`src/rtl/parking_pkg.sv`:
```
// Shared time-of-day constants and types for the parking time base.
// Pure declarations: no latency, no flow control.
package parking_pkg;
  localparam int HOUR_W       = 5;
  localparam int MIN_W        = 6;
  localparam int MIN_PER_HOUR = 60;
  localparam int HOUR_PER_DAY = 24;

  localparam logic [HOUR_W-1:0] MAX_HOUR = HOUR_W'(HOUR_PER_DAY - 1);
  localparam logic [MIN_W-1:0]  MAX_MIN  = MIN_W'(MIN_PER_HOUR - 1);

  typedef struct packed {
    logic [HOUR_W-1:0] hour;
    logic [MIN_W-1:0]  minute;
  } time_of_day_t;

  function automatic logic time_valid(input logic [HOUR_W-1:0] h, input logic [MIN_W-1:0] m);
    return (h <= MAX_HOUR) && (m <= MAX_MIN);
  endfunction
endpackage

```
`src/rtl/tick_prescaler.sv`:
```
// Divides enabled clk cycles into minute ticks; tick is combinational on the terminal count.
// No backpressure: enable low freezes the count, clear restarts it at 0.
module tick_prescaler #(
  parameter int TICKS_PER_MIN = 60
) (
  input  logic clk,
  input  logic reset,
  input  logic enable,
  input  logic clear,
  output logic tick
);
  localparam int CW = (TICKS_PER_MIN > 1) ? $clog2(TICKS_PER_MIN) : 1;
  localparam logic [CW-1:0] LAST = CW'(TICKS_PER_MIN - 1);

  logic [CW-1:0] cnt;

  // A clearing load takes the cycle, so it must not also produce a minute.
  assign tick = enable && !clear && (cnt == LAST);

  always_ff @(posedge clk) begin
    if (reset)
      cnt <= '0;
    else if (clear)
      cnt <= '0;
    else if (enable)
      cnt <= tick ? '0 : cnt + 1'b1;
  end
endmodule

```
`src/rtl/parking_time_base.sv`:
```
// Minute/hour/day time base with load, rollover strobes and sticky day overflow; updates one edge after the terminal prescale count.
// No backpressure; optional daily alarm compiled in with PARKING_TIME_ALARM_EN.
module parking_time_base
  import parking_pkg::*;
#(
  parameter int TICKS_PER_MIN = 60,
  parameter int DAY_W         = 7
) (
  input  logic              clk,
  input  logic              reset,
  input  logic              enable,
  input  logic              load,
  input  logic [HOUR_W-1:0] load_hour,
  input  logic [MIN_W-1:0]  load_minute,
  input  logic [DAY_W-1:0]  load_day,
  output logic [HOUR_W-1:0] hour,
  output logic [MIN_W-1:0]  minute,
  output logic [DAY_W-1:0]  day,
  output logic              minute_tick,
  output logic              hour_tick,
  output logic              day_tick,
  output logic              day_overflow,
  output logic              load_err
`ifdef PARKING_TIME_ALARM_EN
  ,
  input  logic              alarm_set,
  input  logic [HOUR_W-1:0] alarm_hour,
  input  logic [MIN_W-1:0]  alarm_minute,
  output logic              alarm_hit
`endif
);
  logic tick;
  logic accept;
  logic min_wrap, hour_wrap, day_wrap;
  logic [HOUR_W-1:0] next_hour;
  logic [MIN_W-1:0]  next_minute;
  logic [DAY_W-1:0]  next_day;

  assign accept = load && time_valid(load_hour, load_minute);

  tick_prescaler #(.TICKS_PER_MIN(TICKS_PER_MIN)) u_prescaler (
    .clk    (clk),
    .reset  (reset),
    .enable (enable),
    .clear  (accept),
    .tick   (tick)
  );

  always_comb begin
    min_wrap    = (minute == MAX_MIN);
    hour_wrap   = min_wrap && (hour == MAX_HOUR);
    day_wrap    = hour_wrap && (day == '1);
    next_minute = min_wrap ? '0 : minute + 1'b1;
    next_hour   = hour;
    next_day    = day;
    if (min_wrap)
      next_hour = (hour == MAX_HOUR) ? '0 : hour + 1'b1;
    if (hour_wrap)
      next_day = day + 1'b1;
  end

  always_ff @(posedge clk) begin
    if (reset) begin
      hour         <= '0;
      minute       <= '0;
      day          <= '0;
      minute_tick  <= 1'b0;
      hour_tick    <= 1'b0;
      day_tick     <= 1'b0;
      day_overflow <= 1'b0;
      load_err     <= 1'b0;
    end else begin
      minute_tick <= 1'b0;
      hour_tick   <= 1'b0;
      day_tick    <= 1'b0;
      load_err    <= 1'b0;
      if (accept) begin
        hour         <= load_hour;
        minute       <= load_minute;
        day          <= load_day;
        day_overflow <= 1'b0;
      end else begin
        // A rejected load only flags the error; counting carries on as usual.
        load_err <= load;
        if (tick) begin
          minute      <= next_minute;
          hour        <= next_hour;
          day         <= next_day;
          minute_tick <= 1'b1;
          hour_tick   <= min_wrap;
          day_tick    <= hour_wrap;
          if (day_wrap)
            day_overflow <= 1'b1;
        end
      end
    end
  end

`ifdef PARKING_TIME_ALARM_EN
  time_of_day_t alarm_time;
  logic         alarm_armed;

  always_ff @(posedge clk) begin
    if (reset) begin
      alarm_time  <= '0;
      alarm_armed <= 1'b0;
      alarm_hit   <= 1'b0;
    end else begin
      // Compare against the advanced time so the hit lands with minute_tick.
      alarm_hit <= tick && !accept && alarm_armed &&
                   (next_hour == alarm_time.hour) && (next_minute == alarm_time.minute);
      if (alarm_set && time_valid(alarm_hour, alarm_minute)) begin
        alarm_time.hour   <= alarm_hour;
        alarm_time.minute <= alarm_minute;
        alarm_armed       <= 1'b1;
      end
    end
  end
`endif
endmodule
```
`config.mk`:
```
export PLATFORM = sky130hd
export DESIGN_NAME = parking_time_base
export DESIGN_NICKNAME = d
export VERILOG_FILES = /design/src/rtl/parking_pkg.sv /design/src/rtl/tick_prescaler.sv /design/src/rtl/parking_time_base.sv
export SDC_FILE = /design/constraint.sdc
export NUM_CORES = 1
export LEC_CHECK = 0
export CAP_MARGIN = 10
export CORE_MARGIN = 5
export CORE_UTILIZATION = 42
export DETAILED_ROUTE_END_ITERATION = 12
export GPL_ROUTABILITY_DRIVEN = 0
export GPL_TIMING_DRIVEN = 0
export PLACE_DENSITY = 0.76
export SLEW_MARGIN = 20
export SYNTH_ARGS = -nofsm -noshare
export SYNTH_HDL_FRONTEND = slang
export SYNTH_SLANG_ARGS = --single-unit
```
`constraint.sdc`:
```
create_clock -name clk -period 1.83 [get_ports clk]
set_input_delay 0.2745 -clock clk [delete_from_list [all_inputs] [get_ports clk]]
set_output_delay 0.2745 -clock clk [all_outputs]
set_load 0.1 [all_outputs]
```
==> results of run 1 <==
## power groups by stage
stage | clock network (W) | registers, W | logic [W]
floorplan | 0 | 0.000943 | 0.0000969
global placement | 0 | 0.000721 | 0.000459
detailed placement | 0 | 0.000723 | 0.000466
CTS | 0.000377 | 0.000705 | 0.000477
global route | 0.000406 | 0.000714 | 0.000506
finish | 0.000375 | 0.000709 | 0.000482
## layer usage
layer	GRT usage, %	part of all wire [%]
met1	21.6	41
met2	32.3	49
met3	6.96	6.1
met4	9.11	3.0
met5	0	0
## worst min-delay path by stage
| stage | start | endpoint | slack (ps) |
|---|---|---|---|
| floorplan | reset | day[6] | 350 |
| global placement | day_overflow | day_overflow | 470 |
| detailed placement | day_overflow | day_overflow | 480 |
| CTS | enable | u_prescaler.cnt[1] | 490 |
| global route | enable | u_prescaler.cnt[1] | 520 |
| finish | enable | u_prescaler.cnt[1] | 500 |
## cell type report
| type | count | share of cell area [%] |
|---|---|---|
| Buffer | 7 | 1.42 |
| Clock buffer | 8 | 2.13 |
| Inverter | 4 | 0.654 |
| Multi-Input combinational cell | 135 | 42.0 |
| Sequential cell | 29 | 27.3 |
| Tap cell | 46 | 2.51 |
| Timing Repair Buffer | 65 | 24.0 |
## metrics by stage
stage	cell area, um2	instances	util, %	setup WS (ps)	total power (W)
6_report	2300	294	68.3	-18.2	0.00157
3_3_place_gp	2050	266	61.0	-480	0.00118
3_5_place_dp	2050	266	61.0	-504	0.00119
5_1_grt	2300	294	68.3	-61.5	0.00163
4_1_cts	2260	291	67.2	-108	0.00156
2_1_floorplan	1550	176	-	-258	0.00104
## kinds of logic after synthesis
logic type	count (synthesis)
AOI/OAI and AO/OA	39
xor gates and xnor gates	6
DFF	29
buffers and inverters	12
and+or+nand+nor	85
muxes	1
adders and majority gates	4
## sequential cells by signal (all words and copies together), names as in the netlist
name,flops
day,7
u_prescaler.cnt,6
minute_tick,1
hour,5
day_overflow,1
day_tick,1
minute,6
hour_tick,1
load_err,1
## cells in the final DEF (no fill, tap or decap), types with 2 or more instances in the layout
master           Yosys  routed
a31oi_1              5       5
nor2_1              20      20
xnor2_1              4       4
nor4_2               1       3
dfxtp_1             29      10
nor3_1               7       7
dfxtp_4              0       9
dlygate4sd2_1        0       5
nand3_1             12      11
xor2_1               2       2
clkbuf_2             0      14
nor4_1               6       3
clkdlybuf4s15_2      0       8
ha_4                 0       3
o2111ai_1            2       2
nand2_1             12      12
clkbuf_1             6       5
dfxtp_2              0      10
nand4b_1             3       3
clkdlybuf4s50_1      0      20
buf_4                0      21
nand3b_1             3       3
or4_4                0       2
o21ai_0              9       8
and3_1               7       7
a21oi_1              5       5
nand4_1              2       2
inv_1                4       4
a211oi_1             6       5
and4_1               3       3
a311oi_1             4       3
clkbuf_4             0       5
## timing repair
| item | in CTS | in global routing |
|---|---|---|
| setup endpoints to repair | 33 | 30 |
| pin swaps | 7 | 7 |
| buffers inserted | 17 | 5 |
| resized for setup | 56 | 32 |
## worst register-to-register path: stages, from the launching register on
cell,delay [ps]
dfxtp_4,370
ha_4,140
nand4b_1,130
or4_4,540
or3_4,350
a311oi_2,230
==> qor.csv, run 1 <==
stage,metric,value,unit
sta,relSlewSlack,36.4,%
run,max_cap_violations,0,
synthesis,synthSimpleGateAreaFrac,31.7,%
worst_setup_path,crit_path_end_kind,flip-flop,
worst_setup_path,cp_cell_sequence,ha_4 > nand4b_1 > or4_4 > or3_4 > a311oi_2,
clock_tree,cts_buffer_depth,2,
sta,drv_slew,0,
global_routing,grt_pass1_vias,1717,
sta,fin_skew,5.23,ps
global_routing,antenna_found_initial,0,
outcome,violations,negative setup slack,
synthesis,synth_top_area_share,39.2,%
synthesis,synth_warnings,0,
routing,detail_route.wl_per_cell,16.3,um
worst_setup_path,r2r_end,day[2],
clock_tree,cts.sinks,29,
die,core_area,0.00336,mm2
routing,drt_first_pass_iters,4,
global_routing,gr-total-overflow,0,
sta,finalSetupViolCount,1,
synthesis,yosysUniqueCellTypes,41,
clock_tree,cts_htree_levels,2,
worst_setup_path,crit_required,2070,ps
clock_tree,cts_tree,yes,
finish,multiInputGateArea,963,um2
synthesis,avgSynthCellArea,8.41,um2
worst_setup_path,critical_path.startpoint_type,flip-flop,
routing,drt-initial-drc-count,124,
clock_tree,root_buffer,clkbuf_4,
synthesis,yosysMostFrequentCell,dfxtp_1,
routing,wl,4800,um
worst_setup_path,cp_max_fo,5,
die,io_pins,45,
worst_setup_path,critical_path_buf_inv_count,0,
placed_design,hpwl,3190,um
finish,antenna_cells,0,
clock_tree,clk_pin_slew,90,ps
worst_setup_path,reg2regPathDepth,5,
routing,drcViolationCount,0,
synthesis,ys_ff_latch,29,
power_and_ir_drop,p_switching,0.000606,W
finish,nFillCells,297,
synthesis,synth_compound_area_share,18.3,%
worst_hold_path,holdPathStages,3,
power_and_ir_drop,p_int,0.000959,W
sta,worstMarginPinSlew,958,ps
power_and_ir_drop,p_leak,0.920,nW
power_and_ir_drop,irDropWorstVdd,439,uV
worst_setup_path,worst-path-stages,5,
finish,drive_above_1_share,34.3,%
sta,setup_ws,-18.2,ps
power_and_ir_drop,seqPwrFrac,45.3,%
synthesis,synthArstFlopShare,0,%
worst_setup_path,crit_arrival,2090,ps
worst_setup_path,path_class,reg2reg,
synthesis,synth.area.mux_share,0.676,%
sta,tns,-18.2,ps
synthesis,synthTopCellsByCount,"29 x dfxtp_1, 20 x nor2_1, 12 x nand2_1, 12 x nand3_1, 9 x o21ai_0",
outcome,status,finished with violations,
worst_setup_path,max_stage_delay,540,ps
sta,fmaxAchievable,541,MHz
sta,finalCriticalPeriod,1850,ps
clock_tree,cts_hold_buf,0,
finish,syn_to_final_growth,55.1,%
die,die_w,69.4,um
worst_setup_path,startpoint,minute[0],
power_and_ir_drop,power_density,682,mW/mm2
placed_design,port-buffer-count,44,
worst_setup_path,crit_family,simple AND/OR/NAND/NOR gates,
routing,ant_nets,0,
worst_setup_path,endpoint,day[2],
die,dieHeight,69.4,um
worst_setup_path,crit_slowest_cell,or4_4,
synthesis,syn_nets,202,
worst_setup_path,r2r_start,minute[0],
routing,routed-via-count,1732,
power_and_ir_drop,power_frac_clock,24.0,%
synthesis,synth-edff-count,0,
sta,worst_hold_slack,496,ps
synthesis,ys_seq_area_share,39.2,%
sta,fin_crit_sh,101,%
clock_tree,clkLatencyLatePin,330,ps
finish,fin_nets,273,
synthesis,synthAdderAreaFrac,3.38,%
synthesis,synthXorXnorAreaFrac,3.55,%
worst_hold_path,hold_path_class,in2reg,
global_routing,grt_usage,19.3,%
worst_setup_path,ff2ff_setup_slack,-20,ps
die,start_util,44.0,%
die,die_area,0.00481,mm2
power_and_ir_drop,p_sw_share,38.7,%
power_and_ir_drop,comb_power_share,30.8,%
synthesis,ys.flop_type,dfxtp_1,
routing,drt-vias-per-instance,5.89,
synthesis,synthTopCellsByArea,"dfxtp_1 39%, nor2_1 5.1%, nand3_1 4.1%",
global_routing,grt_pass1_wl,7630,um
sta,final_hold_viol_count,0,
synthesis,synth_area,0.00148,mm2
die,rows,21,
synthesis,yosysTopAreaCell,dfxtp_1,
synthesis,synth_top_family_by_area,simple AND/OR/NAND/NOR gates,
sta,rsz0062_at_grt,yes,
synthesis,syn_inst,176,
global_routing,grt_max_degree,11,
finish,regArea,627,um2
clock_tree,cts_buffers,5,
No activity file was read; power rests on OpenSTA's default activity.
==> run 2: changes to the inputs <==
- CORE_ASPECT_RATIO: unset -> 0.7
==> qor.csv, run 2 (synthesized netlist as in run 1, its figures left out) <==
stage,metric,value,unit,change
placed_design,hpwl,3160,um,was 3190 um
worst_setup_path,reg2regPathDepth,5,,unchanged
clock_tree,clk_pin_slew,60,ps,was 90 ps
outcome,violations,negative setup slack,,unchanged
routing,drt-initial-drc-count,123,,was 124
clock_tree,clkLatencyLatePin,290,ps,was 330 ps
sta,worst_hold_slack,482,ps,was 496 ps
sta,finalCriticalPeriod,1880,ps,was 1850 ps
sta,setup_ws,-48.4,ps,was -18.2 ps
sta,fin_skew,13.6,ps,was 5.23 ps
worst_hold_path,hold_path_class,reg2reg,,was in2reg
finish,fin_util,67.8,%,was 68.3%
routing,drt_first_pass_iters,4,,unchanged
global_routing,grt_max_degree,11,,unchanged
worst_hold_path,holdPathStages,1,,was 3
routing,wl,4650,um,was 4800 um
power_and_ir_drop,irDropWorstVdd,529,uV,was 439 uV
finish,antenna_cells,0,,unchanged
power_and_ir_drop,p_leak,0.958,nW,was 0.920 nW
outcome,status,finished with violations,,unchanged
sta,fin_crit_sh,103,%,was 101%
finish,fin_nets,270,,was 273
die,rows,18,,was 21
clock_tree,cts_buffers,5,,unchanged
placed_design,placedInstanceArea,0.00206,mm2,was 0.00205 mm2
global_routing,grt_pass1_wl,7510,um,was 7630 um
clock_tree,cts_htree_levels,2,,unchanged
sta,drv_slew,0,,unchanged
worst_setup_path,crit_required,2020,ps,was 2070 ps
clock_tree,root_buffer,clkbuf_8,,was clkbuf_4
sta,rsz0062_at_grt,yes,,unchanged
sta,relSlewSlack,35.4,%,was 36.4%
routing,drcViolationCount,0,,unchanged
worst_setup_path,path_class,reg2reg,,unchanged
finish,drive_above_1_share,29.8,%,was 34.3%
finish,nFillCells,295,,was 297
finish,syn_to_final_growth,58.9,%,was 55.1%
sta,worstMarginPinSlew,973,ps,was 958 ps
finish,largest-register,day,,unchanged
die,io_pins,45,,unchanged
power_and_ir_drop,power,0.00182,W,was 0.00157 W
finish,reg_top3,"day x7, minute x6, u_prescaler.cnt x6",,unchanged
die,dieHeight,59.7,um,was 69.4 um
finish,largest_register_ffs,7,,unchanged
sta,fmaxAchievable,532,MHz,was 541 MHz
power_and_ir_drop,power_density,773,mW/mm2,was 682 mW/mm2
sta,tns,-48.4,ps,was -18.2 ps
global_routing,grt_pass1_vias,1509,,was 1717
sta,finalSetupViolCount,1,,unchanged
global_routing,gr-total-overflow,0,,unchanged
worst_setup_path,cp_max_fo,4,,was 5
global_routing,antenna_found_initial,0,,unchanged
die,die_w,81.0,um,was 69.4 um
worst_setup_path,crit_arrival,2070,ps,was 2090 ps
routing,detail_route.wl_per_cell,15.7,um,was 16.3 um
clock_tree,cts_tree,yes,,unchanged
worst_setup_path,crit_path_end_kind,flip-flop,,unchanged
placed_design,port-buffer-count,44,,unchanged
clock_tree,cts_hold_buf,0,,unchanged
die,start_util,42.7,%,was 44.0%
worst_setup_path,critical_path.startpoint_type,flip-flop,,unchanged
global_routing,grt_usage,20.1,%,was 19.3%
routing,ant_nets,0,,unchanged
routing,drt-vias-per-instance,5.63,,was 5.89
routing,routed-via-count,1661,,was 1732
sta,final_hold_viol_count,0,,unchanged
die,die_area,0.00483,mm2,was 0.00481 mm2
clock_tree,cts.sinks,29,,unchanged
die,core_area,0.00347,mm2,was 0.00336 mm2
finish,layout_common_cells,"20 x buf_4, 20 x clkdlybuf4s50_1, 19 x nor2_1",,"was 21 x buf_4, 20 x nor2_1, 20 x clkdlybuf4s50_1"
run,max_cap_violations,0,,unchanged
finish,design_area,0.00235,mm2,was 0.00230 mm2
clock_tree,cts_buffer_depth,2,,unchanged
-- run 2: cell types whose count changed in the layout (fill, tap and decap cells not counted), moves of 2 or more --
cell / before / now
clkbuf_4: 5 / 0
clkdlybuf4s15_1: 1 / 5
clkbuf_2: 14 / 7
dlygate4sd2_1: 5 / 13
clkdlybuf4s15_2: 8 / 1
clkbuf_8: 0 / 6
clkbuf_1: 5 / 3
-- run 2: final cells by class --
class | instances | area [um2] | area share [%]
repair buffers | 62 | 536 | 22.8
well taps | 50 | 62.6 | 2.66
flip-flops and latches | 29 | 627 | 26.6
inverters | 4 | 15.0 | 0.638
plain buffers | 7 | 37.5 | 1.60
multi-input cells | 135 | 963 | 41.0
clock buffers | 8 | 111 | 4.73
-- run 2: what timing repair did --
action | 4_1_cts | 5_1_grt
resized for setup | 45 | 27
setup buffers | 16 | 4
setup endpoints to repair | 46 | 26
pin swaps | 8 | 8
-- run 2: final timing paths --
path | startpoint | endpoint | slack [ps]
setup / recovery | hour[0] | day[2] | -50
hold / removal | day_overflow | day_overflow | 480
setup reg to reg | hour[0] | day[2] | -50
hold reg to reg | day_overflow | day_overflow | 480
-- run 2: metal layers --
metal	vias up	GRT usage (%)	wire [um]
li1	811	-	-
met1	781	30.0	2220
met2	64	29.0	2030
met3	5	5.12	363
met4	0	4.34	30
met5	-	0	0
-- run 2: power by group --
group          total, W  switching, W  leakage, nW  internal, W
logic          0.000467      0.000336        0.653     0.000131
registers      0.000710     0.0000438        0.248     0.000666
clock network  0.000641      0.000253       0.0566     0.000389
total           0.00182      0.000632        0.958      0.00119
-- run 2: metrics by stage --
stage | setup slack (ps) | std cells
4_1_cts | -21.1 | 292
3_5_place_dp | -502 | 270
2_1_floorplan | -258 | 176
3_3_place_gp | -493 | 270
6_report | -48.4 | 295
5_1_grt | -96.1 | 295
-- run 2: worst max-delay path, cell delays in order, from the launching register on --
cell and delay (ps):
dfxtp_4 360, ha_4 150, nand4b_1 140, or4_4 550, or3_1 340, a311oi_2 260
==> run 3: changes to the inputs <==
- ABC_AREA: unset -> 1
- CORE_UTILIZATION: 42 -> 44
==> qor.csv, run 3 <==
stage,metric,value,unit,change
sta,tns,0,ps,was -48.4 ps
synthesis,syn_inst,268,,was 176
synthesis,synthTopCellsByCount,"76 x nand2_1, 52 x nor2_1, 29 x dfxtp_1",,"was 29 x dfxtp_1, 20 x nor2_1, 12 x nand2_1, 12 x nand3_1, 9 x o21ai_0"
run,max_cap_violations,0,,unchanged
placed_design,dpl_worst_slack,13.2,ps,was -502 ps
worst_setup_path,max_stage_delay,840,ps,was 550 ps
routing,drt_first_pass_iters,4,,unchanged
clock_tree,cts_buffer_depth,2,,unchanged
synthesis,syn_nets,294,,was 202
sta,relSlewSlack,35.9,%,was 35.4%
sta,fmaxAchievable,564,MHz,was 532 MHz
synthesis,synth-edff-count,0,,unchanged
die,start_util,45.8,%,was 42.7%
global_routing,grt_use_met3,6.38,%,was 5.12%
worst_setup_path,critical_path_buf_inv_count,1,,was 0
worst_setup_path,crit_family,buffers and inverters,,was simple AND/OR/NAND/NOR gates
sta,final_hold_viol_count,0,,unchanged
power_and_ir_drop,comb_power_share,26.4,%,was 25.7%
placed_design,port-buffer-count,44,,unchanged
worst_setup_path,crit_arrival,1500,ps,was 2070 ps
synthesis,yosysMostFrequentCell,nand2_1,,was dfxtp_1
synthesis,ys_seq_area_share,32.3,%,was 39.2%
routing,drt-initial-drc-count,115,,was 123
sta,setup_ws,55.5,ps,was -48.4 ps
sta,drv_slew,0,,unchanged
global_routing,grt_pass1_wl,7260,um,was 7510 um
synthesis,yosysUniqueCellTypes,32,,was 41
die,die_w,86.4,um,was 81.0 um
worst_setup_path,critical_path.startpoint_type,flip-flop,,unchanged
global_routing,antenna_found_initial,0,,unchanged
clock_tree,cts.sinks,29,,unchanged
die,io_pins,45,,unchanged
sta,finalCriticalPeriod,1770,ps,was 1880 ps
die,rows,19,,was 18
routing,drcViolationCount,0,,unchanged
synthesis,synth_top_area_share,32.3,%,was 39.2%
global_routing,grt_max_degree,11,,unchanged
die,dieHeight,63.5,um,was 59.7 um
worst_setup_path,crit_slowest_cell,clkdlybuf4s15_1,,was or4_4
synthesis,ys.flop_type,dfxtp_1,,unchanged
routing,detail_route.wl_per_cell,11.4,um,was 15.7 um
worst_setup_path,crit_required,1560,ps,was 2020 ps
outcome,status,completed,,was finished with violations
worst_setup_path,crit_path_end_kind,output port,,was flip-flop
global_routing,gr-total-overflow,0,,unchanged
synthesis,synth_warnings,0,,unchanged
sta,fin_skew,7.20,ps,was 13.6 ps
power_and_ir_drop,power,0.00161,W,was 0.00182 W
finish,layout_commonest_cell,nand2_1,,
global_routing,grt_use_met2,24.0,%,was 29.0%
worst_setup_path,cp_max_fo,6,,was 4
global_routing,met1_usage,22.5,%,was 30.0%
die,core_area,0.00392,mm2,was 0.00347 mm2
power_and_ir_drop,p_int,0.00106,W,was 0.00119 W
sta,worstMarginPinSlew,965,ps,was 973 ps
die,die_area,0.00548,mm2,was 0.00483 mm2
finish,design_area,0.00237,mm2,was 0.00235 mm2
power_and_ir_drop,p_sw_share,34.4,%,was 34.8%
sta,fin_crit_sh,97.0,%,was 103%
worst_hold_path,hold_path_class,reg2reg,,unchanged
synthesis,yosysTopAreaCell,dfxtp_1,,unchanged
power_and_ir_drop,irDropWorstVdd,354,uV,was 529 uV
clock_tree,cts_htree_levels,2,,unchanged
routing,wl,4240,um,was 4650 um
synthesis,ys_ff_latch,29,,unchanged
power_and_ir_drop,seqPwrFrac,42.5,%,was 39.1%
clock_tree,cts_tree,yes,,unchanged
global_routing,grt_pass1_vias,1609,,was 1509
clock_tree,root_buffer,clkbuf_8,,unchanged
synthesis,synthTopCellsByArea,"dfxtp_1 32%, nand2_1 16%, nor2_1 11%",,"was dfxtp_1 39%, nor2_1 5.1%, nand3_1 4.1%"
finish,layout_common_cells,"76 x nand2_1, 52 x nor2_1, 26 x inv_1",,"was 20 x buf_4, 20 x clkdlybuf4s50_1, 19 x nor2_1"
worst_setup_path,ff2ff_setup_slack,340,ps,was -50 ps
placed_design,hpwl,3260,um,was 3160 um
worst_setup_path,cp_cell_sequence,clkdlybuf4s15_1,,was ha_4 > nand4b_1 > or4_4 > or3_1 > a311oi_2
finish,syn_to_final_growth,31.7,%,was 58.9%
placed_design,placedInstanceArea,0.00232,mm2,was 0.00206 mm2
sta,rsz0062_at_grt,no,,was yes
worst_setup_path,path_class,reg2out,,was reg2reg
finish,antenna_cells,0,,unchanged
synthesis,avgSynthCellArea,6.70,um2,was 8.41 um2
clock_tree,cts_buffers,5,,unchanged
finish,largest-register,day,,unchanged
sta,worst_hold_slack,457,ps,was 482 ps
global_routing,grt_usage,16.5,%,was 20.1%
synthesis,synthArstFlopShare,0,%,unchanged
power_and_ir_drop,power_frac_clock,31.1,%,was 35.3%
finish,fin_nets,345,,was 270
power_and_ir_drop,power_density,681,mW/mm2,was 773 mW/mm2
finish,drive_above_1_share,16.3,%,was 29.8%
global_routing,busiest_layer,met2,,was met1
routing,ant_nets,0,,unchanged
finish,largest_register_ffs,7,,unchanged
clock_tree,clk_pin_slew,60,ps,about the same
clock_tree,cts_hold_buf,0,,unchanged
clock_tree,clkLatencyLatePin,280,ps,was 290 ps
power_and_ir_drop,p_switching,0.000554,W,was 0.000632 W
routing,routed-via-count,1746,,was 1661
synthesis,synth_area,0.00180,mm2,was 0.00148 mm2
finish,reg_top3,"day x7, minute x6, u_prescaler.cnt x6",,unchanged
routing,drt-vias-per-instance,4.69,,was 5.63
power_and_ir_drop,p_leak,1.13,nW,was 0.958 nW
sta,finalSetupViolCount,0,,was 1
==> run 3: power by group through the flow <==
stage | Sequential (W) | Combinational [W] | Clock [W]
floorplan | 0.000851 | 0.000158 | 0
global placement | 0.000698 | 0.000435 | 0
detailed placement | 0.000699 | 0.000439 | 0
CTS | 0.000684 | 0.000426 | 0.000515
global route | 0.000688 | 0.000459 | 0.000545
finish | 0.000684 | 0.000425 | 0.000501
==> run 3: path summary, 6_finish.rpt <==
kind / start / endpoint / cells past startpoint
setup reg to reg: minute[1] / day[4] / 9
hold / removal: day_overflow / day_overflow / 2
hold reg to reg: day_overflow / day_overflow / 2
setup / recovery: hour[0] / hour[0] / 1
==> run 3: routing by layer <==
metal	part of all wire (%)	up-vias
met3	5.8	6
met1	51	768
met4	1.3	0
met5	0	-
met2	42	44
li1	-	928
==> run 3: cells by family after synthesis <==
logic type               after synthesis  share of synthesized area [%]
adder cells (fa/ha/maj)                4                           2.79
flip-flops                            29                           32.3
AND/OR/NAND/NOR                      167                           43.4
XOR/XNOR                               7                           3.41
buffers and inverters                 40                           11.0
multiplexers                           1                          0.557
AO/OA/AOI/OAI                         20                           6.55
==> run 3: through the flow <==
step                      cells  utilization, %
after global placement      364            59.1
after global routing        372            60.3
final                       372            60.3
after floorplan             268               -
after CTS                   372            60.5
after detailed placement    364            59.1
==> run 3: final cells by class <==
cell class              count  area [um2]
plain buffers               7        63.8
clock buffers               8        80.1
fillers                   392        1560
inverters                  33         134
multi-input cells         199        1020
flip-flops and latches     29         598
well taps                  52        65.1
repair buffers             44         407
==> run 3: repair_timing <==
item	in CTS	in global routing
pin swaps	0	0
endpoints found under the hold margin	0	0
setup endpoints to repair	23	8
buffers inserted	0	0
resized for setup	25	9
